[config.mk]
export PLATFORM = sky130hd
export DESIGN_NAME = main_source_flat
export DESIGN_NICKNAME = d
export VERILOG_FILES = /design/src/rtl/main_source_if.sv /design/src/rtl/main_source.sv /design/src/flat_wrapper.sv
export SDC_FILE = /design/constraint.sdc
export NUM_CORES = 1
export LEC_CHECK = 0
export BUFFER_PORTS_ARGS = -buffer_cell sky130_fd_sc_hd__buf_2
export CAP_MARGIN = 20
export CELL_PAD_IN_SITES_DETAIL_PLACEMENT = 0
export CELL_PAD_IN_SITES_GLOBAL_PLACEMENT = 2
export CORE_UTILIZATION = 25
export DETAILED_ROUTE_END_ITERATION = 6
export PLACE_DENSITY = 0.72
export REMOVE_ABC_BUFFERS = 1
export SLEW_MARGIN = 0
export SYNTH_ARGS = -nofsm -noshare
export SYNTH_HDL_FRONTEND = slang
export SYNTH_SLANG_ARGS = --single-unit
[constraint.sdc]
create_clock -name clk -period 1.6 [get_ports clk]
set_input_delay 0.08 -clock clk [delete_from_list [all_inputs] [get_ports clk]]
set_output_delay 0.08 -clock clk [all_outputs]
set_load 0.03 [all_outputs]
[src/rtl/main_source_if.sv]
// Operand/mode/result bundle for the main_source load/accumulate unit.
// The master drives the operand and mode flag; the slave returns the accumulator.
interface main_source_if #(
    parameter int unsigned WIDTH = 8
);

    logic [WIDTH-1:0] x_in;
    logic             flag;
    logic [WIDTH-1:0] y_out;

    modport master (
        output x_in,
        output flag,
        input  y_out
    );

    modport slave (
        input  x_in,
        input  flag,
        output y_out
    );

endinterface

[src/rtl/main_source.sv]
// Registered load/accumulate unit: flag=0 loads x_in, flag=1 adds x_in to the accumulator.
// Define MAIN_SOURCE_SAT_EN for saturating accumulation; otherwise the sum wraps.
module main_source #(
    parameter int unsigned WIDTH = 8
) (
    input logic          clk,
    input logic          rst,
    main_source_if.slave bus
);

    logic [WIDTH-1:0] acc_q;
    logic [WIDTH-1:0] acc_d;
    logic [WIDTH:0]   sum;

    // Sum kept one bit wider so the MSB is the carry out.
    always_comb begin
        sum = {1'b0, acc_q} + {1'b0, bus.x_in};
    end

    always_comb begin
        acc_d = acc_q;
        if (bus.flag) begin
`ifdef MAIN_SOURCE_SAT_EN
            acc_d = sum[WIDTH] ? {WIDTH{1'b1}} : sum[WIDTH-1:0];
`else
            acc_d = sum[WIDTH-1:0];
`endif
        end else begin
            acc_d = bus.x_in;
        end
    end

    always_ff @(posedge clk) begin
        if (rst) begin
            acc_q <= '0;
        end else begin
            acc_q <= acc_d;
        end
    end

    assign bus.y_out = acc_q;

endmodule

[src/flat_wrapper.sv]
// flat-port wrapper written by rule: the top's interface ports become plain ports
module main_source_flat 
#(
    parameter int unsigned WIDTH = 8
)
  (clk, rst, bus_x_in, bus_flag, bus_y_out);
  main_source_if #(.WIDTH(WIDTH)) bus_i ();
  input logic clk;
  input logic rst;
  input wire logic [$bits(bus_i.x_in)-1:0] bus_x_in;
  input wire logic [$bits(bus_i.flag)-1:0] bus_flag;
  output wire logic [$bits(bus_i.y_out)-1:0] bus_y_out;
  assign bus_i.x_in = bus_x_in;
  assign bus_i.flag = bus_flag;
  assign bus_y_out = bus_i.y_out;
  main_source #(.WIDTH(WIDTH)) u_core (.clk(clk), .rst(rst), .bus(bus_i));
endmodule
==> metrics.yaml, run 1 <==
p_per_area_nw_per_um2: 807
status: "finished, violations left"
synth-seq-area-share_pct: 26.8
failed_checks: "setup timing"
synthArstFlopShare_pct: 0
place_hpwl_um: 1120
clk_latency_ns: 0.26
synth_area_um2: 597
reg2regPathDepth: 6
drv_slew: 0
finClkSkew_ns: 0.00558
cp-start-kind: "flip-flop"
ys_warn_count: 0
grt-ovfl-total: 0
track_usage_pct: 13.7
ys_ff_latch: 8
path_buf_inv: 1
cp_max_fo: 3
cts_buffer_depth: 2
dr_total_vias: 616
synth_commonest_cells: "dfxtp_1, ha_1, nor2_1"
synth_top_area_cell: "dfxtp_1"
period_share_pct: 103
crit_arrival_ns: 1.79
holdBufCountCts: 0
r2r-end: "u_core.bus.y_out[7]"
ios: 19
hp-class: "in2reg"
first_global_vias: 594
cp_top_family: "multiplexers"
min_from: "bus_x_in[3]"
clock-sinks: 8
critPathCaptureType: "flip-flop"
clock.fmax_ghz: 0.606
synth_cells: 68
io_buffers: 18
antenna_found_initial: 0
max_stage_delay_ns: 0.33
core-area_um2: 2230
worstPathCellList: "ha_4, buf_4, a31o_1, a21oi_2, mux2i_1, mux2_1"
area_growth_pct: 55.8
yosys.cell_count.top_type: "dfxtp_1"
relSlewSlack_pct: 83.7
drt-total-wl_um: 1460
maxCapViolCount: 0
fin_setup_tns_ns: -0.0976
largest_reg_flops: 8
nets: 122
fp.dieArea_um2: 2590
leakage_uw: 0.000440
tritoncts: "done"
grt_pass1_wl_um: 2570
rrSetupSlack_ns: -0.05
setup_viol: 3
criticalPathCategory: "reg2reg"
gp_congestion: 0.745
whs_ns: 0.0978
layout_setup_ws_ns: -0.0505
period_needed_ns: 1.65
via_per_inst: 4.78
ant_nets: 0
critical_path_required_ns: 1.74
tightestPinTransition_ns: 0.245
fin_area_um2: 930
ir_worst_vdd_v: 0.000342
avgSynthCellArea_um2: 8.78
slowest_stage: "dfxtp_2"
wl_per_cell_um: 11.3
fp.dieH_um: 50.9
hold-path-endpoint: "u_core.bus.y_out[3]"
synth.top_cell.area_share_pct: 26.8
grt_max_degree: 13
rr_startpoint: "u_core.bus.y_out[6]"
first_pass_iters: 4
clk_pin_slew_ns: 0.06
synth_ff_type: "dfxtp_1"
synth_area_leaders: "dfxtp_1, ha_1, mux2i_1, nor2b_1, nor2_1"
root_buffer: "clkbuf_4"
rsz0062_at_grt: "yes"
rows: 17
die_w_um: 50.9
holdPathStages: 3
drtIter0Drc: 7
cts_buffers: 3
place_area_um2: 778
drcViolationCount: 0
finalHoldViolCount: 0
start_util_pct: 26.7
diodes: 0
synth_edf_count: 0
drive_gt1_share_pct: 53.5
cts_htree_levels: 1
ys_types: 29
==> worst max-delay path by stage <==
| stage | from | to | slack (ns) | cells past startpoint |
|---|---|---|---|---|
| after global routing | u_core.bus.y_out[0] | u_core.bus.y_out[6] | -0.13 | 9 |
| after global placement | u_core.bus.y_out[0] | u_core.bus.y_out[6] | -0.22 | 9 |
| final | u_core.bus.y_out[6] | u_core.bus.y_out[7] | -0.05 | 6 |
| after detailed placement | u_core.bus.y_out[0] | u_core.bus.y_out[6] | -0.26 | 9 |
| after CTS | u_core.bus.y_out[0] | u_core.bus.y_out[6] | -0.10 | 9 |
| after floorplan | u_core.bus.y_out[4] | u_core.bus.y_out[7] | -0.36 | 6 |
==> report_power, final <==
| group | internal, uW | switching, uW | leakage [uW] |
|---|---|---|---|
| registers | 225 | 15.5 | 0.0000680 |
| clock network | 86.5 | 78.3 | 0.0000138 |
| logic | 174 | 171 | 0.000359 |
| total | 485 | 265 | 0.000440 |
==> cells in the final DEF (no fill, tap or decap), types with 3 or more instances in the layout <==
master and count:
ha_4 5, nor2_1 6, inv_1 4, mux2i_1 4, dfxtp_2 5, clkbuf_4 3
buf_2 18, nand2_1 3, dfxtp_1 3, buf_4 14, nor2b_1 4
==> worst reg2reg max path: stages, from the launching register on <==
cell     delay (ns)
dfxtp_2        0.33
ha_4           0.22
buf_4          0.13
a31o_1         0.20
a21oi_2        0.11
mux2i_1        0.21
mux2_1         0.33
==> logic make-up (layout without fill, tap and decap cells) <==
kind of cell | count (synthesis) | after routing | share of synthesized area (%)
and+or+nand+nor | 23 | 23 | 21.2
AOI/OAI and AO/OA | 15 | 15 | 17.4
adders and majority gates | 8 | 8 | 18.0
DFF | 8 | 8 | 26.8
buffers and inverters | 7 | 40 | 5.03
muxes | 5 | 5 | 8.60
xor gates and xnor gates | 2 | 2 | 2.94
==> metrics by stage <==
step	setup WS (ns)	power, uW	cells	utilization [%]
CTS	-0.103	751	127	40.4
detailed placement	-0.263	529	121	34.8
global placement	-0.219	526	121	34.8
floorplan	-0.358	422	66	-
global route	-0.128	806	129	41.6
finish	-0.0505	750	129	41.6
==> timing repair <==
item,CTS,global route
resized for setup,19,3
setup endpoints to repair,4,4
buffers inserted,3,2
pin swaps,11,3
cloned,0,0
==> metal layers <==
metal	track usage, %	share of wire, %	up-vias
met3	3.57	3.5	2
met2	22.7	48	11
met1	15.8	47	292
met4	8.33	1.1	0
li1	-	-	311
met5	0	0	-
==> cell type report <==
class,count,area [um2]
Fill cell,242,1300
Multi-Input combinational cell,53,492
Timing Repair Buffer,32,195
Sequential cell,8,166
Tap cell,28,35.0
Clock buffer,3,22.5
Inverter,5,18.8
Power figures use the tool's default switching activity.
==> run 2: changes to the inputs <==
--- a/config.mk
+++ b/config.mk
@@ -9,9 +9,10 @@
 export CAP_MARGIN = 20
 export CELL_PAD_IN_SITES_DETAIL_PLACEMENT = 0
 export CELL_PAD_IN_SITES_GLOBAL_PLACEMENT = 2
-export CORE_UTILIZATION = 25
+export CORE_UTILIZATION = 26
+export CTS_BUF_LIST = sky130_fd_sc_hd__clkbuf_2 sky130_fd_sc_hd__clkbuf_4 sky130_fd_sc_hd__clkbuf_8
 export DETAILED_ROUTE_END_ITERATION = 6
-export PLACE_DENSITY = 0.72
+export PLACE_DENSITY = 0.75
 export REMOVE_ABC_BUFFERS = 1
 export SLEW_MARGIN = 0
 export SYNTH_ARGS = -nofsm -noshare
==> run 2 against run 1 <==
Effect of this change: the run still ends with setup timing left; sequential share of layout area rose by 0.65 points; setup slack lost 0.020 ns; global-route usage is 1.3 points lower; register-to-register slack got worse by 0.02 ns; fmax is 1.2% lower; combinational power shrank 7.5%.
==> metrics.yaml, run 2 (same netlist as run 1, synthesis figures left out) <==
status: "finished, violations left"
failed_checks: "setup timing"
ios: 19
nets: 119
first_pass_iters: 1
drt-total-wl_um: 1320
drtIter0Drc: 0
clk_latency_ns: 0.25
ant_nets: 0
clk_pin_slew_ns: 0.06
die_w_um: 49.9
crit_arrival_ns: 1.81
setup_viol: 3
dr_total_vias: 574
area_growth_pct: 48.0
wl_per_cell_um: 10.6
drcViolationCount: 0
tightestPinTransition_ns: 0.223
worstPathCellList: "ha_4, a21o_1, a31o_1, a21oi_2, mux2i_1, mux2_1"
gp_congestion: 0.702
finClkSkew_ns: 0.000830
antenna_found_initial: 0
largest_reg_flops: 8
grt_pass1_wl_um: 2290
holdBufCountCts: 0
cp_top_family: "multiplexers"
drive_gt1_share_pct: 48.0
fp.dieArea_um2: 2490
place_hpwl_um: 1070
path_buf_inv: 0
rrSetupSlack_ns: -0.07
finalHoldViolCount: 0
core-area_um2: 2060
fp.dieH_um: 49.9
criticalPathCategory: "reg2reg"
rsz0062_at_grt: "yes"
rows: 16
cts_buffers: 3
cts_htree_levels: 1
root_buffer: "clkbuf_4"
tritoncts: "done"
place_ws_ns: -0.231
grt-ovfl-total: 0
max_stage_delay_ns: 0.33
whs_ns: 0.0865
slowest_stage: "dfxtp_2"
final_cell_mix: "buf_2, buf_4, nor2_1"
cp-start-kind: "flip-flop"
via_per_inst: 4.59
hp-class: "in2reg"
period_share_pct: 104
power_uw: 718
maxCapViolCount: 0
relSlewSlack_pct: 85.2
cp_max_fo: 2
diodes: 0
p_per_area_nw_per_um2: 813
drv_slew: 0
critical_path_required_ns: 1.74
critPathCaptureType: "flip-flop"
cts_buffer_depth: 2
track_usage_pct: 12.4
clock-sinks: 8
io_buffers: 18
place_area_um2: 785
clock.fmax_ghz: 0.599
fin_area_um2: 883
period_needed_ns: 1.67
first_global_vias: 546
grt_max_degree: 13
final_common_cell: "buf_2"
start_util_pct: 28.9
leakage_uw: 0.000423
ir_worst_vdd_v: 0.000361
layout_setup_ws_ns: -0.0708
-- run 2: final cells by class --
| type | count | area, um2 |
|---|---|---|
| clock buffers | 3 | 22.5 |
| repair buffers | 29 | 173 |
| well taps | 27 | 33.8 |
| inverters | 5 | 18.8 |
| fillers | 219 | 1180 |
| multi-input cells | 53 | 472 |
| flip-flops and latches | 8 | 164 |
-- run 2: worst min-delay path, stage by stage --
cell	delay [ns]
buf_2	0.09
mux2i_1	0.06
nor2_1	0.07
-- run 2: stage by stage --
| stage | instances | TNS, ns | util (%) |
|---|---|---|---|
| after global placement | 121 | -0.618 | 38.0 |
| after floorplan | 66 | -1.03 | - |
| after detailed placement | 121 | -0.652 | 38.0 |
| final | 125 | -0.133 | 42.8 |
| after global routing | 125 | -0.501 | 42.8 |
| after CTS | 125 | -0.162 | 42.8 |
-- run 2: where the power goes --
group	switching (uW)	internal, uW	leakage [uW]
sequential	16.0	224	0.0000674
clock	73.3	86.2	0.0000138
combinational	161	158	0.000342
total	250	468	0.000423
-- run 2: what timing repair did --
action                                  CTS  global route
buffers inserted                          1             0
gates cloned                              0             0
pin swaps                                 8             1
endpoints found under the setup margin    4             4
gates resized for setup                  17             0
-- run 2: worst paths after layout --
kind / depth (start not counted) / from / to
hold reg to reg: 3 / u_core.bus.y_out[0] / u_core.bus.y_out[0]
hold / removal: 3 / bus_x_in[3] / u_core.bus.y_out[3]
setup reg to reg: 6 / u_core.bus.y_out[4] / u_core.bus.y_out[7]
setup / recovery: 6 / u_core.bus.y_out[4] / u_core.bus.y_out[7]
-- run 2: routing by layer --
layer	up-vias	routed length [um]	global-route usage (%)	part of all wire [%]
met5	-	0	0	0
met4	0	10	7.14	0.76
met3	2	55	2.78	4.2
met2	14	616	19.1	47
met1	258	636	15.7	48
li1	300	-	-	-
